[src/rtl/seq_multiplier_pkg.sv]
// Shared definitions for the sequential shift-add multiplier.
// The default operand width matches the sequential divider.
package seq_multiplier_pkg;

  localparam int DEF_W = 5;

  typedef enum logic {
    ST_IDLE = 1'b0,
    ST_RUN  = 1'b1
  } state_t;

endpackage

[src/rtl/seq_multiplier.sv]
// Unsigned shift-add multiplier, one multiplier bit per clock.
// Result arrives W clocks after an accepted start, with a one-cycle done strobe.
module seq_multiplier
  import seq_multiplier_pkg::*;
#(
  parameter int W  = DEF_W,
  parameter int CW = 3
) (
  input  logic           clk,
  input  logic           reset,
  input  logic           start,
  input  logic [W-1:0]   a,
  input  logic [W-1:0]   b,
  output logic           busy,
  output logic           done,
  output logic [2*W-1:0] opt
);

  generate
    if ((1 << CW) <= W) begin : g_cw_check
      $error("CW too narrow for W");
    end
  endgenerate

  state_t         state;
  logic [2*W-1:0] acc;
  logic [2*W-1:0] mcand;
  logic [W-1:0]   mplier;
  logic [CW-1:0]  cnt;
  logic [2*W-1:0] sum;

  // mcand is zero-extended at capture, so the sum never exceeds 2W bits.
  assign sum = mplier[0] ? (acc + mcand) : acc;

  always_ff @(posedge clk) begin
    if (reset) begin
      state  <= ST_IDLE;
      busy   <= 1'b0;
      done   <= 1'b0;
      opt    <= '0;
      acc    <= '0;
      mcand  <= '0;
      mplier <= '0;
      cnt    <= '0;
    end else begin
      case (state)
        ST_IDLE: begin
          done <= 1'b0;
          if (start) begin
            mcand  <= {{W{1'b0}}, a};
            mplier <= b;
            acc    <= '0;
            cnt    <= CW'(W);
            state  <= ST_RUN;
            busy   <= 1'b1;
          end
        end
        ST_RUN: begin
          done   <= 1'b0;
          acc    <= sum;
          mcand  <= {mcand[2*W-2:0], 1'b0};
          mplier <= mplier >> 1;
          cnt    <= cnt - CW'(1);
          // Last iteration: publish the sum including this step's add.
          if (cnt == CW'(1)) begin
            opt   <= sum;
            done  <= 1'b1;
            state <= ST_IDLE;
            busy  <= 1'b0;
          end
        end
        default: begin
          state <= ST_IDLE;
          busy  <= 1'b0;
        end
      endcase
    end
  end

endmodule

[config.mk]
export PLATFORM = sky130hd
export DESIGN_NAME = seq_multiplier
export DESIGN_NICKNAME = d
export VERILOG_FILES = /design/src/rtl/seq_multiplier_pkg.sv /design/src/rtl/seq_multiplier.sv
export SDC_FILE = /design/constraint.sdc
export NUM_CORES = 1
export LEC_CHECK = 0
export ABC_AREA = 0
export CAP_MARGIN = 10
export CORE_MARGIN = 8
export CORE_UTILIZATION = 55
export DETAILED_ROUTE_END_ITERATION = 12
export PLACE_DENSITY = 0.8
export SETUP_SLACK_MARGIN = 0.05
export SLEW_MARGIN = 25
export SYNTH_ARGS = -nofsm -noshare
export SYNTH_HDL_FRONTEND = slang
export SYNTH_SLANG_ARGS = --single-unit
[constraint.sdc]
create_clock -name clk -period 2.5 [get_ports clk]
set_input_delay 0.25 -clock clk [delete_from_list [all_inputs] [get_ports clk]]
set_output_delay 0.25 -clock clk [all_outputs]
set_load 0.01 [all_outputs]
# --- Word level (Yosys, flattened, before mapping) ---
# Index checks and enable logic that the tools add are counted.
word_totals:
  register_bits: 41
  latch_bits: 0
  ramBits: 0
  romBits: 0
  out_inout_bits: 12
  word_cells: 33
  mem_count: 0
op_classes:
  add_sub_neg: 2
  mul: 0
  div_mod_pow: 0
  magnitude_cmp: 0
  n_eq_ne: 3
  shifts: 0
  muxes: 17
  n_bitwise: 1
  reduce_logical: 2
ops:
  columns: ["cell", "count"]
  rows:
  - ["$pmux W10 S2", 2]
  - ["$mux W10", 3]
  - ["$add A10 B10 Y10", 1]
  - ["$pmux W5 S2", 1]
  - ["$pmux W1 S2", 3]
  - ["$pmux W3 S2", 1]
  - ["$mux W1", 5]
  - ["$mux W5", 1]
  - ["$reduce_and A2 Y1", 2]
  - ["$eq A3 B1 Y1 const B", 1]
  - ["$mux W3", 1]
  - ["$sub A3 B1 Y3 const B", 1]
  - ["$ne A2 B1 Y1 const B", 1]
  - ["$ne A2 B2 Y1 const B", 1]
  - ["$not A1 Y1", 1]

# --- Depth between registers and ports, before layout ---
# Gate-level depths: netlist of run 1.
depth:
  depth_word: 3
  depth_mapped: 8

# --- Least setup slack after synthesis of run 1 ---
# Ideal clock, no wire load.
synth_path:
  path_type: "register to register"
  startpoint: "reg acc[0]"
  endpoint: "reg acc[8]"
  setup_ns: 0.062
  arrival_time_ns: 2.016
  required_time_ns: 2.438
  setup_slack_ns: 0.422
  stages_incl_launch_ff: 9
  period_less_slack_ns: 2.078
  path_cell_list: "dfxtp_1 ha_1 fa_1 a21o_1 a21o_1 nand2_1 a31oi_1 or4b_1 nand3_1"
synth_between:
  elab_chain_cells: 3
synth_rtl:
  columns: ["item", "line", "source"]
  rows:
  - ["start: declaration", "seq_multiplier.sv:26", "logic [2*W-1:0] acc;"]
  - ["start signal: assignment", "seq_multiplier.sv:60", "acc <= sum;"]
  - ["$add A10 B10 Y10", "seq_multiplier.sv:33", "assign sum = mplier[0] ? (acc + mcand) : acc;"]
  - ["$mux W10", "seq_multiplier.sv:33", null]
  - ["$pmux W10 S2", "seq_multiplier.sv:46", "case (state)"]
# No other way between the ends.
# A chain may end at the register's enable or synchronous reset.

# --- Worst setup path in the final report of run 1 ---
# Same ends and word-level chain as after synthesis.

==> results of run 1 <==
cell usage after synthesis (2+ instances only):
| master | n |
|---|---|
| a21o_1 | 6 |
| a21oi_1 | 22 |
| a22oi_1 | 4 |
| a311oi_1 | 2 |
| a32oi_1 | 2 |
| and3_1 | 2 |
| buf_2 | 2 |
| clkbuf_1 | 11 |
| dfxtp_1 | 41 |
| ha_1 | 11 |
| inv_1 | 6 |
| mux2_2 | 2 |
| mux2i_1 | 17 |
| nand2_1 | 20 |
| nand2b_1 | 3 |
| nand3_1 | 4 |
| nand3b_1 | 3 |
| nor2_1 | 35 |
| nor2b_1 | 2 |
| nor3_1 | 8 |
| nor3b_1 | 5 |
| nor4b_2 | 2 |
| o21a_1 | 2 |
| o21ai_0 | 7 |
| or4b_1 | 2 |
| xnor2_1 | 2 |
| xor2_1 | 3 |
stage by stage:
stage	hold slack [ps]	instance area (µm²)	utilization, %
CTS	459.9	2504	67.88
global placement	434.0	2430	65.88
floorplan	444.2	2136	-
finish	451.4	2504	67.88
detailed placement	442.9	2430	65.88
global route	486.7	2504	67.88
path summary, 6_finish.rpt:
check | from | end | slack [ps]
worst max-delay path | acc[0] | acc[8] | 280
worst min-delay path | opt[0] | opt[0] | 450
worst max register to register | acc[0] | acc[8] | 280
worst min register to register | opt[0] | opt[0] | 450
layout by cell type, fill, tap and decap left out, drive strengths merged, types with 2 or more instances in the layout:
cell type,synthesis,routed
mux2i,17,17
and3,2,2
nor3,8,8
clkbuf,11,5
clkdlybuf4s50,0,24
mux2,2,2
nor4b,2,2
o21ai,8,8
nand2b,3,3
nor2b,2,2
nand3,4,4
nand2,20,20
o21a,2,2
buf,2,6
nand3b,3,3
a22oi,4,4
or4b,3,3
a21oi,23,23
o21bai,2,2
xnor2,2,2
nor3b,5,5
dfxtp,41,41
xor2,3,3
ha,11,11
a21o,6,6
a311oi,3,3
nor2,35,35
a32oi,2,2
inv,6,6
sequential cells by signal (all words and copies together), names as in the netlist:
register / count
acc: 10
busy: 1
cnt: 3
done: 1
mcand: 10
mplier: 5
opt: 10
state: 1
power breakdown:
group / internal, mW / switching, mW
registers: 0.674 / 0.0168
clock network: 0.184 / 0.213
logic: 0.0711 / 0.0904
total: 0.928 / 0.320
critical path, delay by kind of cell (launching register included):
family / cells / cell delay (ps)
AND/OR/NAND/NOR: 3 / 720
flip-flops: 1 / 330
adder cells (fa/ha/maj): 2 / 620
AO/OA/AOI/OAI: 3 / 500
metal layers:
layer,vias to the layer above,wire (µm)
met5,-,0
met4,0,55
met3,8,256
met2,42,1948
met1,812,2270
li1,906,-
cell families after synthesis:
family / synth area share [%]
compound gates: 18.81
xor+xnor: 2.051
fa+ha+maj: 7.381
buf+inv: 3.456
flops: 38.43
mux: 9.021
simple gates: 20.86
layout make-up:
type / instances / area [µm²]
clock buffers: 5 / 68.82
clock inverters: 1 / 5.005
fillers: 328 / 1185
inverters: 6 / 22.52
multi-input cells: 183 / 1241
flip-flops and latches: 41 / 820.8
well taps: 48 / 60.06
repair buffers: 30 / 285.3
==> metrics.md, run 1 <==
| Metric | Value |
|---|---|
| Status | `finished clean` |
| Post-CTS Repair Setup Buffers | `0` |
| Share of cells above drive strength 1 | `7.895%` |
| Critical path's largest stage delay | `530 ps` |
| Clk_lat worst skew | `between 200 and 300 ps` |
| Initial DRC Count | `117` |
| # diodes | `0` |
| Final worst slack | `275.6 ps` |
| Synth Instances | `243` |
| Startpoint Class | `flop` |
| Clock Pin Slew Worst Setup and Hold Paths | `80 ps` |
| Grt ovf | `0` |
| Initial antenna violation count | `0` |
| Final setup viols | `0` |
| Top_reg_cell synth | `dfxtp_1` |
| Fin cells | `314` |
| Final worst-path cycle share | `88.98%` |
| Aggregate routed wire length | `4.530 mm` |
| Top cells by area, synth | `dfxtp_1, mux2i_1, ha_1, nor2_1, a21oi_1` |
| # DRC | `0` |
| Fmax | `449.6 MHz` |
| Drt first pass iters | `5` |
| Synth-to-Final Area Change | `17.22%` |
| Path depth of the worst reg2reg path | `8` |
| CTS tree | `built` |
| Number of routed nets with antenna violations | `0` |
| Area of the core | `between 3000 and 4000 µm²` |
| Yosys top cell area share | `between 30% and 40%` |
| Rows | `22` |
| Final Power | `1.249 mW` |
| Cell accounting for the most synthesized area | `dfxtp_1` |
| GPL Wtd Cong | `0.9284` |
| Worst Path Required | `2740 ps` |
| Syn_nets | `268` |
| Seq/Total Area, Yosys | `38.43%` |
| FF+latch count, synth | `41` |
| Pleak | `between 1 and 1.5 nW` |
| Grt met2 use | `approximately a quarter` |
| Post-synth EDFFs | `0` |
| Initial Utilization | `57.90%` |
| Area of the mapped netlist | `2136 µm²` |
| Crit path DAT | `about 2500 ps` |
| Peak VDD IR | `between 0.0002 and 0.00025 V` |
| Placed insts | `a little over 300` |
| Max-slew violations | `0` |
| Setup slack after placement | `about 290 ps` |
| Final setup TNS | `0 ps` |
| RSZ-0062 raised after global routing | `no` |
| CTS H-tree depth | `2` |
| Final clock skew | `10.38 ps` |
| GRT met1 Usage | `a little under a fifth` |
| Top Usage Layer GRT | `met2` |
| Full die area | `roughly 6000 µm²` |
| GR Util All Layers | `15.25%` |
| # hold bufs at CTS | `0` |
| Crit end category | `flop` |
| Met3 GRT Util | `between 5 and 6%` |
| Root Buffer Master | `clkbuf_8` |
| Pwr dens | `498.7 nW/µm²` |
| Fin nets | `292` |
| Die H | `78.32 µm` |
| First-pass GRT wire length | `approximately 7.7 mm` |
| Syn. warnings | `0` |
| FFs w/ async S/R, synth | `0%` |
| Resized Gates After CTS | `0` |
| Max_cap viols | `0` |
| Clk sinks | `41` |
| IO buf count | `24` |
| HPWL after detailed placement | `about 3.3 mm` |
| CP max stage cell | `or4b_1` |
| Worst-path maximum fanout | `3` |
| Hold depth | `2` |
| Rel. slew slack | `63.22%` |
| Wire per inst | `14.43 µm` |
| Crit-path cells | `ha_1 > fa_1 > a21o_1 > a21o_1 > nand2_1 > a31oi_1 > or4b_1 > nand3_1` |
| Via density per instance | `roughly 5.6` |
| Least-Margin Pin Slew | `~550 ps` |
| Clk buf depth | `2` |
| DR vias | `1,768` |
| Final hold viol count | `0` |
| Top-Level Pins | `25` |
| Post-synth cell types | `44` |
| Largest net degree at the start of global routing | `39` |
| WS Path Type | `reg2reg` |
| Most frequent CP cell | `a21o_1` |
| Class of the worst hold path | `reg2reg` |
| Vias in the first global route | `1,691` |
| Mean Syn Cell Area | `8.789 µm²` |
| DIE WIDTH | `~80 µm` |
| CTS Buf Count | `5` |
| Minimum clock period | `2224 ps` |
Power figures use the tool's default switching activity.
==> inputs of run 2 (changes only) <==
CTS_CLUSTER_SIZE = 28   (was unset)
==> results of run 2 <==
Final layout, timing and power as in run 1 (identical DEF).
==> inputs of run 3 (changes only) <==
CTS_CLUSTER_SIZE = 25   (was 28)
MAX_ROUTING_LAYER = met4   (was unset)
==> run 3 against run 2 <==
Compared with the run above: first-iteration DRC count up 0.85%; power about the same; wire length down 0.13%; global-route usage up 0.45 points; core utilization unchanged; critical path type unchanged; highest routed layer unchanged.
==> metrics.md, run 3 (synthesized netlist as in run 1, its figures left out) <==
| Metric | Value |
|---|---|
| Class of the worst hold path | `reg2reg` |
| Top-Level Pins | `25 (unchanged)` |
| Initial antenna violation count | `0 (unchanged)` |
| Aggregate routed wire length | `4.524 mm (-0.13%)` |
| Crit path max-delay family | `simple AND/OR/NAND/NOR gates` |
| CTS tree | `built` |
| Initial Utilization | `57.90% (unchanged)` |
| Fin util | `67.88% (unchanged)` |
| # DRC | `0 (unchanged)` |
| Most common library cell in the layout ignoring fill and taps | `dfxtp_1` |
| Via density per instance | `5.621 (-0.17%)` |
| CP max stage cell | `or4b_1` |
| Number of routed nets with antenna violations | `0 (unchanged)` |
| Crit-path cells | `ha_1 > fa_1 > a21o_1 > a21o_1 > nand2_1 > a31oi_1 > or4b_1 > nand3_1` |
| Multi-input logic area | `1241 µm² (unchanged)` |
| Wire per inst | `14.41 µm (-0.13%)` |
| Largest net degree at the start of global routing | `39 (unchanged)` |
| Setup slack after placement | `292.6 ps (unchanged)` |
| GRT met1 Usage | `19.13% (+0.14 points)` |
| Hold Slack | `451.4 ps (unchanged)` |
| First-pass GRT wire length | `7.734 mm (about the same)` |
| CTS H-tree depth | `2 (unchanged)` |
| Final setup TNS | `0 ps (unchanged)` |
| Most frequent CP cell | `a21o_1` |
| Startpoint Class | `flop` |
| Final worst-path cycle share | `88.81% (-0.17 points)` |
| Crit end category | `flop` |
| Fmax | `450.4 MHz (+0.19%)` |
| # hold bufs at CTS | `0 (unchanged)` |
| DIE WIDTH | `78.32 µm (unchanged)` |
| Placed cell areas | `2430 µm² (unchanged)` |
| DR vias | `1,765 (-0.17%)` |
| Max-slew violations | `0 (unchanged)` |
| Worst-path maximum fanout | `3 (unchanged)` |
| Root Buffer Master | `clkbuf_8` |
| Least-Margin Pin Slew | `549.0 ps (-0.6058 ps)` |
| Top flop regs | `acc x10, mcand x10, opt x10` |
| Die H | `78.32 µm (unchanged)` |
| Full die area | `6133 µm² (unchanged)` |
| Fin nets | `292 (unchanged)` |
| WP buf/inv | `0 (unchanged)` |
| Final hold viol count | `0 (unchanged)` |
| Area of the core | `3689 µm² (unchanged)` |
| Clock Pin Slew Worst Setup and Hold Paths | `80 ps (about the same)` |
| Met3 GRT Util | `5.011% (-0.23 points)` |
| Max_cap viols | `0 (unchanged)` |
| Fin cells | `314 (unchanged)` |
| WS Path Type | `reg2reg` |
| Drt first pass iters | `5 (unchanged)` |
| Final setup viols | `0 (unchanged)` |
| FF/Latch Area | `820.8 µm² (unchanged)` |
| # diodes | `0 (unchanged)` |
| GPL Wtd Cong | `0.9448 (+1.8%)` |
| Grt met2 use | `24.52% (unchanged)` |
| Resized Gates After CTS | `0 (unchanged)` |
| Top Usage Layer GRT | `met2` |
| Crit path DAT | `2460 ps (about the same)` |
| Worst Path Required | `2740 ps (about the same)` |
| RSZ-0062 raised after global routing | `no` |
| Rows | `22 (unchanged)` |
| Peak VDD IR | `0.0002408 V (about the same)` |
| Pwr dens | `498.5 nW/µm² (about the same)` |
| Clk buf depth | `2 (unchanged)` |
| Minimum clock period | `2220 ps (-4.211 ps)` |
| HPWL after detailed placement | `3.328 mm (unchanged)` |
| Status | `finished clean` |
| IO buf count | `24 (unchanged)` |
| Filler cell count | `328 (unchanged)` |
| Synth-to-Final Area Change | `17.22% (unchanged)` |
| Clk sinks | `41 (unchanged)` |
| CTS Buf Count | `5 (unchanged)` |
| Rel. slew slack | `63.26% (about the same)` |
| Placed insts | `308 (unchanged)` |
| Pleak | `1.034 nW (unchanged)` |
| GR Util All Layers | `15.69% (+0.45 points)` |
| Critical path's largest stage delay | `530 ps (about the same)` |
| Most frequent cells in the layout | `dfxtp_1, nor2_1, clkdlybuf4s50_1, a21oi_1, nand2_1` |
| Finished Cell Area | `2504 µm² (unchanged)` |
| Share of cells above drive strength 1 | `7.895% (unchanged)` |
| Vias in the first global route | `1,690 (-0.059%)` |
| Final clock skew | `9.953 ps (-0.4224 ps)` |
| Final worst slack | `279.8 ps (+4.211 ps)` |
| Grt ovf | `0 (unchanged)` |
| Final Power | `1.248 mW (about the same)` |
| Clk_lat worst skew | `290 ps (about the same)` |
| Initial DRC Count | `118 (+0.85%)` |
| Post-CTS Repair Setup Buffers | `0 (unchanged)` |
run 3: metal layers:
metal	part of all wire, %	up-vias
li1	-	906
met1	51	813
met2	43	38
met3	5.0	8
met4	1.2	0
met5	0	-
run 3: tightest hold or removal path, cell delays in order, from the launching register on:
cell and delay, ps:
dfxtp_1 330, nand2_1 40, o21ai_0 50
run 3: power breakdown:
group / switching [mW] / internal [mW] / total (mW)
sequential: 0.0169 / 0.674 / 0.691
combinational: 0.0904 / 0.0711 / 0.161
clock: 0.212 / 0.184 / 0.396
run 3: final cells by class:
class                      count  share of cell area, %
multi-input combinational    183                  49.58
sequential                    41                  32.78
timing repair buffer          30                  11.39
clock buffer                   5                  2.749
tap                           48                  2.399
inverter                       6                 0.8996
clock inverter                 1                 0.1999
run 3: worst paths after layout:
path | start | end | slack, ps | cells after the start
hold reg to reg | opt[0] | opt[0] | 450 | 2
setup / recovery | acc[0] | acc[8] | 280 | 8
hold / removal | opt[0] | opt[0] | 450 | 2
setup reg to reg | acc[0] | acc[8] | 280 | 8
